File: config.mk
export PLATFORM = sky130hd
export DESIGN_NAME = sat_counter
export DESIGN_NICKNAME = d
export VERILOG_FILES = /design/src/rtl/lfsr_checker_sat_counter.sv
export SDC_FILE = /design/constraint.sdc
export NUM_CORES = 1
export LEC_CHECK = 0
export CORE_AREA = 2 2 46 48
export CTS_CLUSTER_DIAMETER = 80
export DETAILED_ROUTE_END_ITERATION = 6
export DIE_AREA = 0 0 48 50
export HOLD_SLACK_MARGIN = 0.06
export PLACE_DENSITY = 0.72
export SLEW_MARGIN = 20
export SYNTH_ARGS = -nofsm -noshare
export SYNTH_HDL_FRONTEND = slang
export SYNTH_SLANG_ARGS = --single-unit
File: constraint.sdc
create_clock -name clk -period 2.4 [get_ports clk]
set_clock_uncertainty 0.15 [all_clocks]
set_input_delay 0.48 -clock clk [delete_from_list [all_inputs] [get_ports clk]]
set_output_delay 0.48 -clock clk [all_outputs]
set_load 0.005 [all_outputs]
File: src/rtl/lfsr_checker_sat_counter.sv
// Saturating up-counter with synchronous clear; holds at all-ones instead of wrapping.
module sat_counter #(
  parameter int unsigned W = 16
) (
  input  logic         clk,
  input  logic         clr,
  input  logic         inc,
  output logic [W-1:0] count
);

  always_ff @(posedge clk) begin
    if (clr) begin
      count <= '0;
    end else if (inc && (count != '1)) begin
      count <= count + 1'b1;
    end
  end

endmodule

**After elaboration in Yosys (flattened, before gate mapping)**

Cells that the tools add are included.

- Bits in registers: 16
- Input port bits: 3
- Logic and storage cells: 4

- Add/sub/neg operators: 1
- Eq/ne operators: 1
- Reduce and logical (&&, ||, !) cells: 1

Operators with widths:

| kind | count |
|---|---|
| $add 16x1->16 const B | 1 |
| $ne 16x16->1 const B | 1 |
| $logic_and 1x1->1 | 1 |

**Logic depth before layout (Yosys ltp)**

Gate-level depths: netlist (run 1).

- Depth in word-level cells: 2
- Mapped depth: 6
- Mapped depth without buffers: 5

**Worst setup path before layout (run 1)**

Ideal clock, no wire load.

- Kind: reg2reg
- Start: register count[5]
- End: register count[15]
- Setup time: 0.070 ns
- Arrival: 1.549 ns
- Required time: 2.180 ns
- Path slack: 0.631 ns
- Stages on the path, launching flop included: 5
- Path buffers: 0
- Cell sequence: dfxtp_1 > nand4_4 > or4_1 > or4_1 > a21oi_1

- Longest elaborated chain between the ends: 2

RTL lines:

| element | line | source |
|---|---|---|
| from (decl) | 8 | `output logic [W-1:0] count` |
| from (signal assigned) | 15 | `count <= count + 1'b1;` |
| branches (longest 2 deep; another with $add 16x1->16) | - |  |

Several ways; the timed one is not identified.
A chain may end at the register's enable or synchronous reset.

**Worst setup path in the final report (run 1)**

- Start: register count[5]
- End: output count[5]

No word-level cell between the ends.

==> results of run 1 <==
==> cell usage in the layout, fill, tap and decap left out, types with 2 or more instances in the layout <==
master           Yosys  final
a21oi_1             10     10
and4_1               3      3
nor2_1               6      6
xnor2_1              2      2
o31ai_1              6      6
nand4_1              3      3
nand3_1              6      6
nor2b_1              2      2
nor3_1               4      4
or4_1                7      7
clkbuf_4             0      3
o21ai_0              4      4
nor4_1               2      2
buf_4                0      3
inv_1                3      3
clkdlybuf4s50_1      0     18
or3_1                3      3
nand2_1              6      6
dfxtp_1             16     16
==> per-layer routing <==
metal	up-vias	wire length, um	share of wire	global-route usage
met1	399	873	0.46	0.229
met5	-	0	0	0
li1	424	-	-	-
met3	2	69	0.036	0.0330
met2	20	944	0.50	0.304
met4	0	12	0.0063	0.0676
==> worst max-delay path by stage <==
| stage | startpoint | end | slack [ps] | cells after the start |
|---|---|---|---|---|
| floorplan | count[5] | count[15] | 630 | 4 |
| global placement | inc | count[6] | 270 | 5 |
| detailed placement | inc | count[6] | 210 | 5 |
| CTS | count[5] | count[5] | 440 | 1 |
| global route | count[5] | count[5] | 380 | 1 |
| finish | count[5] | count[5] | 450 | 1 |
==> where the power goes <==
| group | switching (mW) | internal (mW) |
|---|---|---|
| clock | 0.0842 | 0.0923 |
| sequential | 0.00323 | 0.268 |
| combinational | 0.0106 | 0.0112 |
| total | 0.0981 | 0.371 |
==> stage by stage <==
stage	hold slack (ps)	utilization	instances	setup WS, ps	power (mW)
finish	386	0.581	147	454	0.469
global route	427	0.581	147	385	0.495
CTS	386	0.581	147	442	0.474
detailed placement	367	0.562	143	211	0.299
global placement	362	0.562	143	269	0.299
floorplan	354	-	99	631	0.287
==> kinds of logic after synthesis <==
group	count (synthesis)	share of synthesized area
mux	2	0.0251
flops	16	0.378
fa+ha+maj	1	0.0147
compound gates	23	0.165
buf+inv	7	0.0324
simple gates	48	0.364
xor+xnor	2	0.0207
==> area by class of cell <==
cell class / instances / area [um2]
fill: 172 / 797
multi-input combinational: 76 / 500
sequential: 16 / 320
timing repair buffer: 21 / 203
clock buffer: 4 / 36.3
tap: 27 / 33.8
inverter: 3 / 11.3
==> out/metrics.csv, run 1 <==
stage,metric,value,unit
timing,Worst Tran Pin Value,587,ps
timing,unrepaired setup endpoints after global routing,false,
run_status,status,"finished, final reports clean",
floorplan,Vert. Die Dim,50,um
cts,number of buffers added by the clock tree synthesis step,3,
pwr,Leakage,0.354,nW
floorplan,die width,48,um
hold_path,source of the worst hold timing path,count[1],
flow_run,max-cap check violation count,0,
floorplan,I/O pin total,19,
pwr,Peak supply drop,0.250,mV
cts,number of clock sinks,16,
final_layout,fraction of final layout cells with drive strength greater than 1,0.0917,
timing,endpoints failing setup,0,
logic_synthesis,most area-consuming cells after synthesis,"dfxtp_1 38%, or4_1 6.2%, a21oi_1 5.9%",
logic_synthesis,Avg Inst Size Synth,8.57,um2
logic_synthesis,proportion of netlist area held by the largest area contributor,0.378,
hold_path,end of the worst hold path,count[1],
detailed_routing,first-iteration detailed-routing DRC count,20,
final_layout,ANT cells,0,
hold_path,path type of the worst min-delay path,reg -> reg,
timing,min Tclk post-route,1950,ps
worst_setup_path,length in cells of the worst reg-to-reg path,4,
timing,crit share post-route,0.811,
worst_setup_path,Reg2Reg Setup Slack,510,ps
global_route,GRT Overall Usage,0.185,
final_layout,layout-stage area growth over the synthesis result,30.2,%
final_layout,flip-flop count of the largest register after layout,16,
worst_setup_path,category of the critical setup timing path,reg -> out,
timing,Max-Slew Margin vs Limit,0.603,
detailed_routing,routed via count divided by cell count,5.75,
logic_synthesis,cell type with the highest aggregate area in the netlist,dfxtp_1,
global_route,number of global-route vias before repair,776,
global_route,Congestion Overflow GR,0,
worst_setup_path,type of origin of the critical path,flip-flop,
global_route,wire length of the first global-routing pass,3280,um
cts,Root Buffer Master,clkbuf_4,
worst_setup_path,maximum single-stage delay on the critical path,550,ps
logic_synthesis,total nets after synthesis,103,
worst_setup_path,crit-path leading delay family,buffers and inverters,
floorplan,die outline area,2400,um2
final_layout,Top Registers,count: 16 flops,
worst_setup_path,Worst Setup End Kind,output port,
logic_synthesis,sequential area share after synthesis,0.378,
worst_setup_path,CP Buf/Inv Count,1,
worst_setup_path,data arrival time of the critical path,1320,ps
cts,count of instances resized after the clock tree is built,0,
detailed_routing,DRC violation count after routing,0,
worst_setup_path,R2R Path Start,count[5],
final_layout,finished layout cell area,1100,um2
logic_synthesis,proportion of register bits with asynchronous set or reset after synthesis,0,
floorplan,placeable core region,1900,um2
cts,maximum buffer depth of the clock tree,2,
worst_setup_path,capture instance of the worst register-to-register path,count[15],
floorplan,Initial Util,0.446,
cts,source-to-sink clock delay at the later pin of the worst-skew pair,280,ps
detailed_routing,Detailed Routing Iterations Pass 1,4,
cts,TritonCTS clock tree,built,
timing,endpoints failing hold,0,
worst_setup_path,CP Data Required Time,1770,ps
logic_synthesis,#FFs+latches synth,16,
logic_synthesis,most frequent cells after synthesis,"16 x dfxtp_1, 10 x a21oi_1, 7 x or4_1",
logic_synthesis,synthesized netlist cell count,99,
pwr,PwrDens,425,nW/um2
detailed_routing,wire length per cell,12.9,um
logic_synthesis,flip-flop cell with the highest count after synthesis,dfxtp_1,
logic_synthesis,count of unique library cells instantiated by Yosys,31,
detailed_routing,Detailed Route WL,1900,um
place,post-place instance area,1070,um2
cts,clock-pin slew reported for the worst setup and hold paths after clock tree synthesis,100,ps
place,Routability Congestion,0.753,
logic_synthesis,most numerous cell in the Yosys netlist,dfxtp_1,
cts,H-tree depth,1,
worst_setup_path,maximum fanout along the worst path,7,
worst_setup_path,worst-path cell with the longest stage delay,clkdlybuf4s50_1,
cts,number of buffers inserted to repair setup after CTS,0,
global_route,largest net degree at the start of global routing,18,
final_layout,Largest Register,count,
timing,Max Fclk,514,MHz
hold_path,number of cells on the worst hold path,2,
logic_synthesis,"Warnings, synthesis",0,
floorplan,Cell Rows,16,
timing,max-slew violation count,0,
worst_setup_path,series of cell instances along the critical path,clkdlybuf4s50_1,
timing,final-layout setup total negative slack,0,ps
place,dpl hpwl,1420,um
final_layout,layout net count,125,
detailed_routing,routed via count,845,
logic_synthesis,number of enable flip-flop cells after synthesis,0,
global_route,number of antenna violations at the first check in global routing,0,
place,number of buffers inserted by port buffering,18,
detailed_routing,Antenna Nets Post-Route,0,
logic_synthesis,post-synthesis instance area,848,um2
cts,"Hold-fix buffers, CTS",0,
(Power assumes the default switching activity.)
==> run 2: changes to the inputs <==
--- a/config.mk
+++ b/config.mk
@@ -5,12 +5,12 @@
 export SDC_FILE = /design/constraint.sdc
 export NUM_CORES = 1
 export LEC_CHECK = 0
-export CORE_AREA = 2 2 46 48
+export CORE_AREA = 2 2 48 50
 export CTS_CLUSTER_DIAMETER = 80
 export DETAILED_ROUTE_END_ITERATION = 6
-export DIE_AREA = 0 0 48 50
+export DIE_AREA = 0 0 50 52
 export HOLD_SLACK_MARGIN = 0.06
-export PLACE_DENSITY = 0.72
+export PLACE_DENSITY = 0.7
 export SLEW_MARGIN = 20
 export SYNTH_ARGS = -nofsm -noshare
 export SYNTH_HDL_FRONTEND = slang
==> constraint.sdc (replaced) <==
create_clock -name clk -period 1.7 [get_ports clk]
set_clock_uncertainty 0.15 [all_clocks]
set_input_delay 0.34 -clock clk [delete_from_list [all_inputs] [get_ports clk]]
set_output_delay 0.34 -clock clk [all_outputs]
set_load 0.005 [all_outputs]
==> run 2 against run 1 <==
The flow now finishes with violations (negative setup slack); wire length rose by 44%; final area rose by 35%; sequential power rose by 38%; critical path depth rose by 5; critical path type is now reg -> reg; global-route usage rose by 2.9 points; final cell count rose by 24%.
==> out/metrics.csv, run 2 (synthesis gave the netlist of run 1 again) <==
stage,metric,value,unit,change
floorplan,placeable core region,2110,um2,was 1900 um2
flow_run,max-cap check violation count,0,,unchanged
timing,min Tclk post-route,1750,ps,
global_route,Congestion Overflow GR,0,,unchanged
final_layout,Top Registers,count: 16 flops,,unchanged
final_layout,layout-stage area growth over the synthesis result,76.4,%,was 30.2%
timing,Max Fclk,571,MHz,
hold_path,number of cells on the worst hold path,3,,was 2
cts,number of clock sinks,16,,unchanged
timing,endpoints failing setup,4,,was 0
worst_setup_path,length in cells of the worst reg-to-reg path,6,,was 4
timing,Max-Slew Margin vs Limit,0.723,,was 0.603
worst_setup_path,series of cell instances along the critical path,"nand4_4, buf_6, nor4_4, buf_4, nor4bb_4, mux2_4",,was clkdlybuf4s50_1
cts,Root Buffer Master,clkbuf_4,,unchanged
place,pre-CTS WS,-270,ps,was 211 ps
final_layout,finished layout cell area,1500,um2,was 1100 um2
worst_setup_path,worst-path cell with the longest stage delay,dfxtp_2,,was clkdlybuf4s50_1
place,post-place instance area,1300,um2,was 1070 um2
pwr,PwrDens,446,nW/um2,was 425 nW/um2
run_status,failing checks,negative setup slack,,
final_layout,layout net count,159,,was 125
final_layout,non-filler instance count after layout,182,,was 147
floorplan,I/O pin total,19,,unchanged
timing,crit share post-route,1.03,,
run_status,status,"finished, violations left",,"was finished, final reports clean"
timing,final-layout setup total negative slack,-132,ps,was 0 ps
detailed_routing,routed via count,999,,was 845
global_route,number of global-route vias before repair,978,,was 776
worst_setup_path,maximum fanout along the worst path,4,,was 7
detailed_routing,Antenna Nets Post-Route,0,,unchanged
final_layout,Layout Utilization,0.711,,was 0.581
worst_setup_path,crit-path leading delay family,simple AND/OR/NAND/NOR gates,,was buffers and inverters
place,number of buffers inserted by port buffering,18,,unchanged
cts,number of buffers added by the clock tree synthesis step,3,,unchanged
final_layout,"commonest non-fill, non-tap cell in the layout",buf_4,,was clkdlybuf4s50_1
detailed_routing,routed via count divided by cell count,5.49,,was 5.75
floorplan,Vert. Die Dim,52,um,was 50 um
worst_setup_path,CP Buf/Inv Count,2,,was 1
worst_setup_path,Reg2Reg Setup Slack,-50,ps,was 510 ps
final_layout,flip-flop count of the largest register after layout,16,,unchanged
timing,Worst Tran Pin Value,410,ps,was 587 ps
worst_setup_path,data arrival time of the critical path,1780,ps,was 1320 ps
global_route,GRT Overall Usage,0.214,,was 0.185
final_layout,ANT cells,0,,unchanged
floorplan,Cell Rows,17,,was 16
timing,endpoints failing hold,0,,unchanged
hold_path,end of the worst hold path,count[14],,was count[1]
detailed_routing,Detailed Route WL,2730,um,was 1900 um
place,dpl hpwl,1770,um,was 1420 um
timing,unrepaired setup endpoints after global routing,true,,was false
hold_path,source of the worst hold timing path,count[14],,was count[1]
cts,maximum buffer depth of the clock tree,2,,unchanged
pwr,Leakage,0.668,nW,was 0.354 nW
timing,max-slew violation count,0,,unchanged
place,"number of placed instances, taps included",173,,was 143
final_layout,number of filler instances in the final layout,155,,was 172
global_route,largest net degree at the start of global routing,11,,was 18
detailed_routing,Detailed Routing Iterations Pass 1,4,,unchanged
timing,tightest hold margin,465,ps,was 386 ps
place,Routability Congestion,0.808,,was 0.753
cts,H-tree depth,1,,unchanged
cts,TritonCTS clock tree,built,,unchanged
final_layout,Largest Register,count,,unchanged
hold_path,path type of the worst min-delay path,reg -> reg,,unchanged
global_route,wire length of the first global-routing pass,4250,um,was 3280 um
worst_setup_path,maximum single-stage delay on the critical path,370,ps,was 550 ps
floorplan,Initial Util,0.403,,was 0.446
global_route,number of antenna violations at the first check in global routing,0,,unchanged
final_layout,fraction of final layout cells with drive strength greater than 1,0.481,,was 0.0917
floorplan,die outline area,2600,um2,was 2400 um2
timing,least setup slack across all paths after layout,-50.6,ps,was 454 ps
pwr,Peak supply drop,0.520,mV,was 0.250 mV
worst_setup_path,R2R Path Start,count[6],,was count[5]
worst_setup_path,Worst Setup End Kind,flip-flop,,was output port
final_layout,"commonest non-fill, non-tap cells in the layout","32 x buf_4, 13 x dlygate4sd2_1, 9 x a21oi_1",,"was 18 x clkdlybuf4s50_1, 16 x dfxtp_1, 10 x a21oi_1"
cts,clock-pin slew reported for the worst setup and hold paths after clock tree synthesis,100,ps,about the same
worst_setup_path,CP Data Required Time,1730,ps,was 1770 ps
cts,source-to-sink clock delay at the later pin of the worst-skew pair,280,ps,about the same
detailed_routing,first-iteration detailed-routing DRC count,14,,was 20
detailed_routing,DRC violation count after routing,0,,unchanged
worst_setup_path,type of origin of the critical path,flip-flop,,unchanged
floorplan,die width,50,um,was 48 um
pwr,Pwr Total,0.667,mW,was 0.469 mW
worst_setup_path,category of the critical setup timing path,reg -> reg,,was reg -> out
detailed_routing,wire length per cell,15.0,um,was 12.9 um
worst_setup_path,capture instance of the worst register-to-register path,count[11],,was count[15]
[run 2: repair_timing]
| item | in CTS | in global routing |
|---|---|---|
| resized for setup | 29 | 24 |
| cloned | 1 | 0 |
| setup buffers | 1 | 4 |
| hold buffers | 0 | 0 |
| pin swaps | 6 | 13 |
| endpoints found under the setup margin | 21 | 14 |
[run 2: worst max path at each step]
stage | startpoint | to | depth (start not counted)
detailed placement | inc | count[11] | 4
finish | count[6] | count[11] | 6
global route | count[6] | count[11] | 6
floorplan | count[8] | count[15] | 4
global placement | inc | count[7] | 5
CTS | count[9] | count[15] | 4
[run 2: metal layers]
| metal | share of wire | track usage | up-vias |
|---|---|---|---|
| li1 | - | - | 497 |
| met1 | 0.39 | 0.243 | 466 |
| met2 | 0.56 | 0.379 | 32 |
| met3 | 0.038 | 0.0431 | 4 |
| met4 | 0.014 | 0.102 | 0 |
| met5 | 0 | 0 | - |
[run 2: worst register-to-register path, cell delays in order, from the launching register on]
cell      delay, ps
dfxtp_2         370
nand4_4         130
buf_6           150
nor4_4          340
buf_4           190
nor4bb_4         50
mux2_4          290
[run 2: cell type report]
type                    instances  area (um2)  share of cell area
multi-input cells              76         588               0.393
flip-flops and latches         16         360               0.241
repair buffers                 55         465               0.311
well taps                      28        35.0              0.0234
inverters                       3        11.3             0.00753
clock buffers                   4        36.3              0.0242
[run 2: report_power, final]
part           total [mW]  internal, mW  leakage [nW]  switching (mW)
clock network       0.249         0.130        0.0210           0.118
registers           0.373         0.368         0.140         0.00519
logic              0.0458        0.0243         0.508          0.0215
